==> src/rtl/uart_cmd_pkg.sv <==
// Shared types and constants for the UART command framer.
package uart_cmd_pkg;

  typedef enum logic [1:0] {
    IDLE,
    GET_HI,
    GET_LO,
    GET_CHK
  } state_t;

  localparam logic [7:0] HDR_DEFAULT = 8'hA5;
  localparam logic [7:0] CHK_TARGET  = 8'hFF;

endpackage

==> src/rtl/uart_cmd_frame.sv <==
// Parses HDR,hi,lo,chk byte frames from a UART receiver into 16-bit commands,
// flagging checksum, inter-byte timeout and overwrite errors.
module uart_cmd_frame
  import uart_cmd_pkg::*;
#(
  parameter logic [19:0] TMO_CYCLES = 20'd1_000_000,
  parameter logic [7:0]  HDR        = HDR_DEFAULT
) (
  input  logic        clk,
  input  logic        rst_n,
  input  logic        rx_rdy,
  input  logic [7:0]  rx_data,
  output logic        clr_rx_rdy,
  output logic [15:0] cmd,
  output logic        cmd_rdy,
  input  logic        clr_cmd_rdy,
  output logic        chk_err,
  output logic        tmo_err,
  output logic        ovr_err
);

  state_t      state, state_nxt;
  logic [7:0]  hi, lo;
  logic [19:0] tmo_cnt;
  logic [7:0]  sum;
  logic        tmo_hit;
  logic        frame_done;
  logic        cmd_load;

  // Every byte is consumed in the cycle it appears, regardless of state or reset.
  assign clr_rx_rdy = rx_rdy;

  assign sum        = hi + lo + rx_data;
  // A byte arriving in the saturation cycle takes priority over the timeout.
  assign tmo_hit    = (state != IDLE) && !rx_rdy && (tmo_cnt == TMO_CYCLES);
  assign frame_done = (state == GET_CHK) && rx_rdy;
  assign cmd_load   = frame_done && (sum == CHK_TARGET);

  always_comb begin
    state_nxt = state;
    case (state)
      IDLE:    if (rx_rdy && rx_data == HDR) state_nxt = GET_HI;
      GET_HI:  if (rx_rdy) state_nxt = GET_LO;
               else if (tmo_hit) state_nxt = IDLE;
      GET_LO:  if (rx_rdy) state_nxt = GET_CHK;
               else if (tmo_hit) state_nxt = IDLE;
      GET_CHK: if (rx_rdy || tmo_hit) state_nxt = IDLE;
      default: state_nxt = IDLE;
    endcase
  end

  always_ff @(posedge clk or negedge rst_n) begin
    if (!rst_n) begin
      state <= IDLE;
    end else begin
      state <= state_nxt;
    end
  end

  always_ff @(posedge clk or negedge rst_n) begin
    if (!rst_n) begin
      hi <= 8'h00;
      lo <= 8'h00;
    end else if (tmo_hit) begin
      hi <= 8'h00;
      lo <= 8'h00;
    end else if (rx_rdy) begin
      if (state == GET_HI) hi <= rx_data;
      if (state == GET_LO) lo <= rx_data;
    end
  end

  always_ff @(posedge clk or negedge rst_n) begin
    if (!rst_n) begin
      tmo_cnt <= 20'd0;
    end else if (state == IDLE || rx_rdy || tmo_hit) begin
      tmo_cnt <= 20'd0;
    end else if (tmo_cnt < TMO_CYCLES) begin
      tmo_cnt <= tmo_cnt + 20'd1;
    end
  end

  always_ff @(posedge clk or negedge rst_n) begin
    if (!rst_n) begin
      cmd     <= 16'h0000;
      cmd_rdy <= 1'b0;
    end else if (cmd_load) begin
      cmd     <= {hi, lo};
      cmd_rdy <= 1'b1;
    end else if (clr_cmd_rdy) begin
      cmd_rdy <= 1'b0;
    end
  end

  always_ff @(posedge clk or negedge rst_n) begin
    if (!rst_n) begin
      chk_err <= 1'b0;
      tmo_err <= 1'b0;
      ovr_err <= 1'b0;
    end else begin
      chk_err <= frame_done && !cmd_load;
      tmo_err <= tmo_hit;
      ovr_err <= cmd_load && cmd_rdy && !clr_cmd_rdy;
    end
  end

endmodule
==> config.mk <==
export PLATFORM = sky130hd
export DESIGN_NAME = uart_cmd_frame
export DESIGN_NICKNAME = d
export VERILOG_FILES = /design/src/rtl/uart_cmd_pkg.sv /design/src/rtl/uart_cmd_frame.sv
export SDC_FILE = /design/constraint.sdc
export NUM_CORES = 1
export LEC_CHECK = 0
export ABC_AREA = 0
export BUFFER_PORTS_ARGS = -buffer_cell sky130_fd_sc_hd__buf_2
export CAP_MARGIN = 20
export CORE_MARGIN = 2
export CORE_UTILIZATION = 40
export CTS_BUF_LIST = sky130_fd_sc_hd__clkbuf_2
export CTS_CLUSTER_DIAMETER = 50
export DETAILED_ROUTE_END_ITERATION = 12
export GPL_ROUTABILITY_DRIVEN = 0
export MAX_ROUTING_LAYER = met4
export PLACE_DENSITY = 0.62
export SLEW_MARGIN = 0
export SYNTH_ARGS = -nofsm -noshare
export SYNTH_HDL_FRONTEND = slang
export SYNTH_SLANG_ARGS = --single-unit
export TNS_END_PERCENT = 50
==> constraint.sdc <==
create_clock -name clk -period 3.5 [get_ports clk]
set_input_delay 0 -clock clk [delete_from_list [all_inputs] [get_ports clk]]
set_output_delay 0 -clock clk [all_outputs]
set_load 0.01 [all_outputs]
==> results.sh, run 1 <==
export IMPL_status="finished clean"
export IMPL_critical_path_endpoint="ovr_err"
export IMPL_syn_num_nets=311
export IMPL_synthTopCellsByCount="dfrtp_1, nand2_1, a21oi_1"
export IMPL_vias_per_cell=5.17
export IMPL_rrSetupSlack_ns=0.26
export IMPL_vias=2249
export IMPL_drive_gt1_frac=0.190
export IMPL_fin_crit_sh=0.925
export IMPL_startpoint="hi[1]"
export IMPL_drtIter0Drc=104
export IMPL_skew_ns=0.0240
export IMPL_cts_sinks=58
export IMPL_finish_instance_area_mm2=0.00350
export IMPL_start_util=0.416
export IMPL_nets=360
export IMPL_grt_max_degree=32
export IMPL_switching_share=0.399
export IMPL_worst_path_most_repeated_cell="inv_1"
export IMPL_reg2reg_to="ovr_err"
export IMPL_synth_edf_count=0
export IMPL_max_freq_ghz=0.309
export IMPL_num_fill_cells=698
export IMPL_power_w=0.00226
export IMPL_regArea_mm2=0.00145
export IMPL_clkTransAtPathRegs_ns=0.16
export IMPL_cts_root_buf="clkbuf_2"
export IMPL_crit_cells=13
export IMPL_placed_area_mm2=0.00331
export IMPL_grt_setup_unrepaired="no"
export IMPL_crit_path_max_fanout=3
export IMPL_fin_ws_ns=0.264
export IMPL_multi_input_area_mm2=0.00151
export IMPL_synth_xor_area_share=0.0661
export IMPL_comb_power_share=0.430
export IMPL_preCtsSetupSlack_ns=0.486
export IMPL_yosys_area_top_type="dfrtp_1"
export IMPL_avgRoutedWirePerCell_um=14.9
export IMPL_n_antenna_cell=0
export IMPL_power_leakage_nw=1.68
export IMPL_core_mm2=0.00733
export IMPL_arrival_ns=3.67
export IMPL_setup_tns_ns=0
export IMPL_fin_crit_ns=3.24
export IMPL_grt_pass1_vias=2197
export IMPL_pin_count=33
export IMPL_power_density_mw_per_mm2=646
export IMPL_hold_violations=0
export IMPL_hpwl_um=4680
export IMPL_antenna_found_initial=0
export IMPL_slew_viol_final=0
export IMPL_synth_compound_area_share=0.103
export IMPL_seqPwrFrac=0.432
export IMPL_crit_family="adder cells"
export IMPL_min_path_type="in -> async"
export IMPL_rr_worst_depth=13
export IMPL_synth_top_family_by_area="simple AND/OR/NAND/NOR gates"
export IMPL_die_x_um=91.3
export IMPL_start_kind="register"
export IMPL_ir_worst_vdd_uv=251
export IMPL_crit_type="reg -> reg"
export IMPL_antenna_left=0
export IMPL_syn_area_per_cell_um2=10.8
export IMPL_drc_errors=0
export IMPL_synth_simple_area_share=0.177
export IMPL_synth_top_area_share=0.476
export IMPL_fin_util=0.478
export IMPL_synth_warnings=0
export IMPL_dieArea_mm2=0.00834
export IMPL_maxSlewHeadroom=0.513
export IMPL_grtUsageTotal=0.176
export IMPL_drv_cap=0
export IMPL_grt_overflow_total=0
export IMPL_portBuffers=32
export IMPL_grt_first_pass_wirelength_um=11000
export IMPL_synthMuxAreaShare=0.0628
export IMPL_yosysMostFrequentCell="dfrtp_1"
export IMPL_tightest_slew_ns=0.728
export IMPL_cts_max_level=3
export IMPL_area_delta_synth_final_pct=14.9
export IMPL_clkLatencyLatePin_ns=0.48
export IMPL_row_count=31
export IMPL_synth_ff_type="dfrtp_1"
export IMPL_synth_area_leaders="dfrtp_1, fa_1, xor2_1, nand2_1, a21oi_1"
export IMPL_yosysUniqueCellTypes=47
export IMPL_cts_tree="yes"
export IMPL_worst_path_buf_inv=4
export IMPL_die_h_um=91.3
export IMPL_critPathSlowestCell="dlygate4sd3_1"
export IMPL_drt_total_wl_um=6500
export IMPL_synthCells=283
export IMPL_ys_async_sr_fraction=1.00
export IMPL_clockPowerShare=0.138
export IMPL_critical_path_required_ns=3.93
export IMPL_clk_path_buf_depth=2
export IMPL_finalSetupViolations=0
export IMPL_first_pass_iters=4
export IMPL_synth_seq_area_share=0.476
export IMPL_numCtsBuffers=9
export IMPL_synth_seq_cells=58
export IMPL_crit_chain="inv_1 -> fa_1 -> inv_1 -> ha_1 -> inv_1 -> fa_1 -> nand2b_1 -> a21oi_1 -> o22ai_1 -> xnor2_1 -> nand3_1 -> nor3_1 -> dlygate4sd3_1"
export IMPL_reg2reg_from="hi[1]"
export IMPL_syn_area_mm2=0.00305
export IMPL_p_int_w=0.00136
export IMPL_critPathCaptureType="register"
export IMPL_synth_fa_ha_area_frac=0.0854
export IMPL_switchingPower_w=0.000904
export IMPL_cpPeakStageDelay_ns=0.60
==> worst reg2reg max path, stage by stage (launching register included) <==
cell	delay (ns)
dfrtp_1	0.43
inv_1	0.10
fa_1	0.42
inv_1	0.07
ha_1	0.16
inv_1	0.05
fa_1	0.39
nand2b_1	0.16
a21oi_1	0.12
o22ai_1	0.10
xnor2_1	0.24
nand3_1	0.13
nor3_1	0.21
dlygate4sd3_1	0.60
==> power by group through the flow <==
stage          Sequential [W]  Clock, W  Combinational (W)
6_report             0.000978  0.000313           0.000973
5_1_grt               0.00100  0.000364            0.00110
4_1_cts              0.000981  0.000332           0.000940
3_5_place_dp         0.000995         0           0.000926
3_3_place_gp         0.000990         0           0.000885
2_1_floorplan        0.000929         0           0.000742
==> how the worst min path moves through the flow <==
| stage | startpoint | to | slack, ns | cells past startpoint |
|---|---|---|---|---|
| 6_report | rst_n | chk_err | 0.05 | 2 |
| 5_1_grt | rst_n | cmd[9] | 0.06 | 2 |
| 4_1_cts | rst_n | chk_err | 0.03 | 2 |
| 3_5_place_dp | rst_n | chk_err | 0.05 | 1 |
| 3_3_place_gp | rst_n | chk_err | 0.05 | 1 |
| 2_1_floorplan | rst_n | chk_err | -0.30 | 0 |
==> cells in the final DEF, fill, tap and decap left out, drive strengths merged, types with 2 or more instances in the layout <==
| master | count |
|---|---|
| and2 | 2 |
| nand4b | 3 |
| and4 | 2 |
| nand2 | 30 |
| a21oi | 21 |
| or2 | 2 |
| clkinv | 6 |
| or3 | 4 |
| buf | 36 |
| xor2 | 16 |
| mux2 | 17 |
| nor3 | 5 |
| inv | 11 |
| nand3 | 7 |
| o21ai | 5 |
| nand2b | 2 |
| ha | 8 |
| clkbuf | 9 |
| dlygate4sd3 | 12 |
| fa | 8 |
| a31oi | 3 |
| and3 | 3 |
| nand4 | 10 |
| dfrtp | 58 |
| a211oi | 2 |
| nor2 | 22 |
| xnor2 | 7 |
| o2bb2ai | 8 |
| nor2b | 7 |
==> logic make-up after synthesis <==
logic type | count (synthesis)
compound gates | 46
xor+xnor | 23
buf+inv | 21
mux | 17
simple gates | 102
flops | 58
fa+ha+maj | 16
==> per-stage QoR <==
step | std cells | hold slack, ns
6_report | 435 | 0.0497
5_1_grt | 435 | 0.0628
4_1_cts | 434 | 0.0286
3_5_place_dp | 407 | 0.0517
3_3_place_gp | 407 | 0.0470
2_1_floorplan | 283 | -0.296
==> per-layer routing <==
metal | global-route usage | share of wire
met1 | 0.215 | 0.44
met2 | 0.280 | 0.51
met3 | 0.0564 | 0.040
met4 | 0.0543 | 0.016
met5 | - | 0
==> timing repair <==
item / in CTS / in global routing
gates resized for setup: 0 / 0
buffers inserted: 0 / 1
endpoints found under the setup margin: 0 / 1
hold buffers: 12 / 0
hold endpoints to repair: 48 / 0
==> registers in the layout, indices dropped and copies added (netlist names) <==
name,count
chk_err,1
cmd,16
cmd_rdy,1
hi,8
lo,8
ovr_err,1
state,2
tmo_cnt,20
tmo_err,1
==> area by class of cell <==
| type | count | share of cell area |
|---|---|---|
| multi-input cells | 204 | 0.430 |
| clock inverters | 6 | 0.00714 |
| well taps | 99 | 0.0353 |
| inverters | 11 | 0.0118 |
| clock buffers | 9 | 0.0129 |
| flip-flops and latches | 58 | 0.414 |
| repair buffers | 48 | 0.0885 |
No activity file was read; power rests on OpenSTA's default activity.
==> inputs of run 2 (changes only) <==
--- a/config.mk
+++ b/config.mk
@@ -14,8 +14,8 @@
 export CTS_CLUSTER_DIAMETER = 50
 export DETAILED_ROUTE_END_ITERATION = 12
 export GPL_ROUTABILITY_DRIVEN = 0
-export MAX_ROUTING_LAYER = met4
 export PLACE_DENSITY = 0.62
+export REMOVE_ABC_BUFFERS = 1
 export SLEW_MARGIN = 0
 export SYNTH_ARGS = -nofsm -noshare
 export SYNTH_HDL_FRONTEND = slang
==> results.sh, run 2 (synthesized netlist as in run 1, its figures left out) <==
export IMPL_status="finished clean"
export IMPL_cts_max_level=3
export IMPL_die_h_um=91.3
export IMPL_switching_share=0.377
export IMPL_cts_tree="yes"
export IMPL_grt_pass1_vias=2223
export IMPL_comb_power_share=0.385
export IMPL_portBuffers=32
export IMPL_start_util=0.416
export IMPL_drv_cap=0
export IMPL_row_count=31
export IMPL_drc_errors=0
export IMPL_core_mm2=0.00733
export IMPL_first_pass_iters=4
export IMPL_max_freq_ghz=0.315
export IMPL_min_path_type="in -> async"
export IMPL_ir_worst_vdd_uv=248
export IMPL_die_x_um=91.3
export IMPL_clkTransAtPathRegs_ns=0.17
export IMPL_maxSlewHeadroom=0.311
export IMPL_start_kind="register"
export IMPL_power_leakage_nw=1.72
export IMPL_critical_path_required_ns=3.95
export IMPL_grtUsageTotal=0.162
export IMPL_power_w=0.00236
export IMPL_drive_gt1_frac=0.199
export IMPL_power_density_mw_per_mm2=661
export IMPL_avgRoutedWirePerCell_um=14.3
export IMPL_seqPwrFrac=0.414
export IMPL_grt_max_degree=37
export IMPL_drtIter0Drc=149
export IMPL_grt_first_pass_wirelength_um=10500
export IMPL_largest_register_ffs=20
export IMPL_post_cts_resized=0
export IMPL_p_int_w=0.00147
export IMPL_numCtsBuffers=9
export IMPL_hpwl_um=4390
export IMPL_antenna_found_initial=0
export IMPL_switchingPower_w=0.000890
export IMPL_area_delta_synth_final_pct=17.2
export IMPL_largestRegisters="tmo_cnt: 20 flops, cmd: 16 flops"
export IMPL_drt_total_wl_um=6250
export IMPL_final_common_cell="dfrtp_1"
export IMPL_grt_overflow_total=0
export IMPL_slew_viol_final=0
export IMPL_stdcell_count=436
export IMPL_clockPowerShare=0.201
export IMPL_vias_per_cell=5.13
export IMPL_clkLatencyLatePin_ns=0.49
export IMPL_crit_path_max_fanout=3
export IMPL_finalSetupViolations=0
export IMPL_n_antenna_cell=0
export IMPL_crit_type="reg -> reg"
export IMPL_setup_tns_ns=0
export IMPL_dieArea_mm2=0.00834
export IMPL_fin_crit_ns=3.18
export IMPL_critPathCaptureType="register"
export IMPL_grt_setup_unrepaired="no"
export IMPL_skew_ns=0.0176
export IMPL_pin_count=33
export IMPL_tightest_slew_ns=1.03
export IMPL_antenna_left=0
export IMPL_fin_crit_sh=0.907
export IMPL_cts_root_buf="clkbuf_2"
export IMPL_top_register="tmo_cnt"
export IMPL_hold_violations=0
export IMPL_placedCellCount=406
export IMPL_arrival_ns=3.62
export IMPL_cts_sinks=58
export IMPL_vias=2238
export IMPL_clk_path_buf_depth=2
export IMPL_final_cell_mix="dfrtp_1, buf_2, nand2_1"
export IMPL_nets=360
-- run 2: changes by cell type in the layout (fill, tap and decap cells not counted) --
cell,delta
clkinv_1,-3
clkinv_2,+2
buf_4,-2
buf_8,+1
dlygate4sd3_1,+1
bufinv_16,+2
-- run 2: worst paths after layout --
| path | from | to | slack, ns | cells after the start |
|---|---|---|---|---|
| max in group asynchronous | rst_n | hi[6] | 2.73 | 4 |
| worst min-delay path | rst_n | lo[1] | 0.11 | 3 |
| worst min register to register | cmd[10] | cmd[10] | 0.51 | 1 |
| min in group clk | rx_data[1] | lo[1] | 0.33 | 4 |
| worst max register to register | hi[1] | ovr_err | 0.32 | 13 |
| worst max-delay path | hi[1] | ovr_err | 0.32 | 13 |
-- run 2: worst max-delay path, cell delays in order, from the launching register on --
cell and delay, ns:
dfrtp_1 0.43, inv_1 0.10, fa_1 0.42, inv_1 0.07, ha_1 0.17, inv_1 0.06
fa_1 0.39, nand2b_1 0.16, a21oi_1 0.13, o22ai_1 0.11, xnor2_1 0.27, nand3_1 0.12
nor3_1 0.17, dlygate4sd3_1 0.56
-- run 2: metal layers --
metal,up-vias,part of all wire,global-route usage
li1,1084,-,-
met1,1100,0.43,0.198
met3,9,0.046,0.0548
met4,0,0.0094,0.0518
met2,45,0.51,0.270
met5,-,0,0
-- run 2: through the flow --
step	hold WS (ns)	utilization	setup WS (ns)	instance area, µm²
after floorplan	-0.296	-	0.241	3000
after global placement	0.00234	0.450	0.565	3300
after detailed placement	-0.000638	0.450	0.468	3300
after CTS	0.0772	0.485	0.337	3560
after global routing	0.118	0.487	0.122	3570
final	0.105	0.487	0.325	3570
-- run 2: power by group through the flow --
| stage | Sequential, W | Combinational (W) | Clock (W) |
|---|---|---|---|
| floorplan | 0.000949 | 0.000705 | 0 |
| global placement | 0.000990 | 0.000885 | 0 |
| detailed placement | 0.000995 | 0.000901 | 0 |
| CTS | 0.000981 | 0.000918 | 0.000495 |
| global route | 0.00100 | 0.00106 | 0.000524 |
| finish | 0.000978 | 0.000909 | 0.000474 |
-- run 2: what timing repair did --
action,4_1_cts,5_1_grt
setup buffers,0,0
setup endpoints to repair,0,0
endpoints found under the hold margin,47,0
hold buffers,13,0
-- run 2: cell type report --
| cell class | instances | area (µm²) |
|---|---|---|
| Sequential cell | 58 | 1450 |
| Clock inverter | 7 | 83.8 |
| Multi-Input combinational cell | 204 | 1510 |
| Fill cell | 694 | 3760 |
| Clock buffer | 9 | 45.0 |
| Inverter | 11 | 41.3 |
| Tap cell | 99 | 124 |
| Timing Repair Buffer | 48 | 320 |
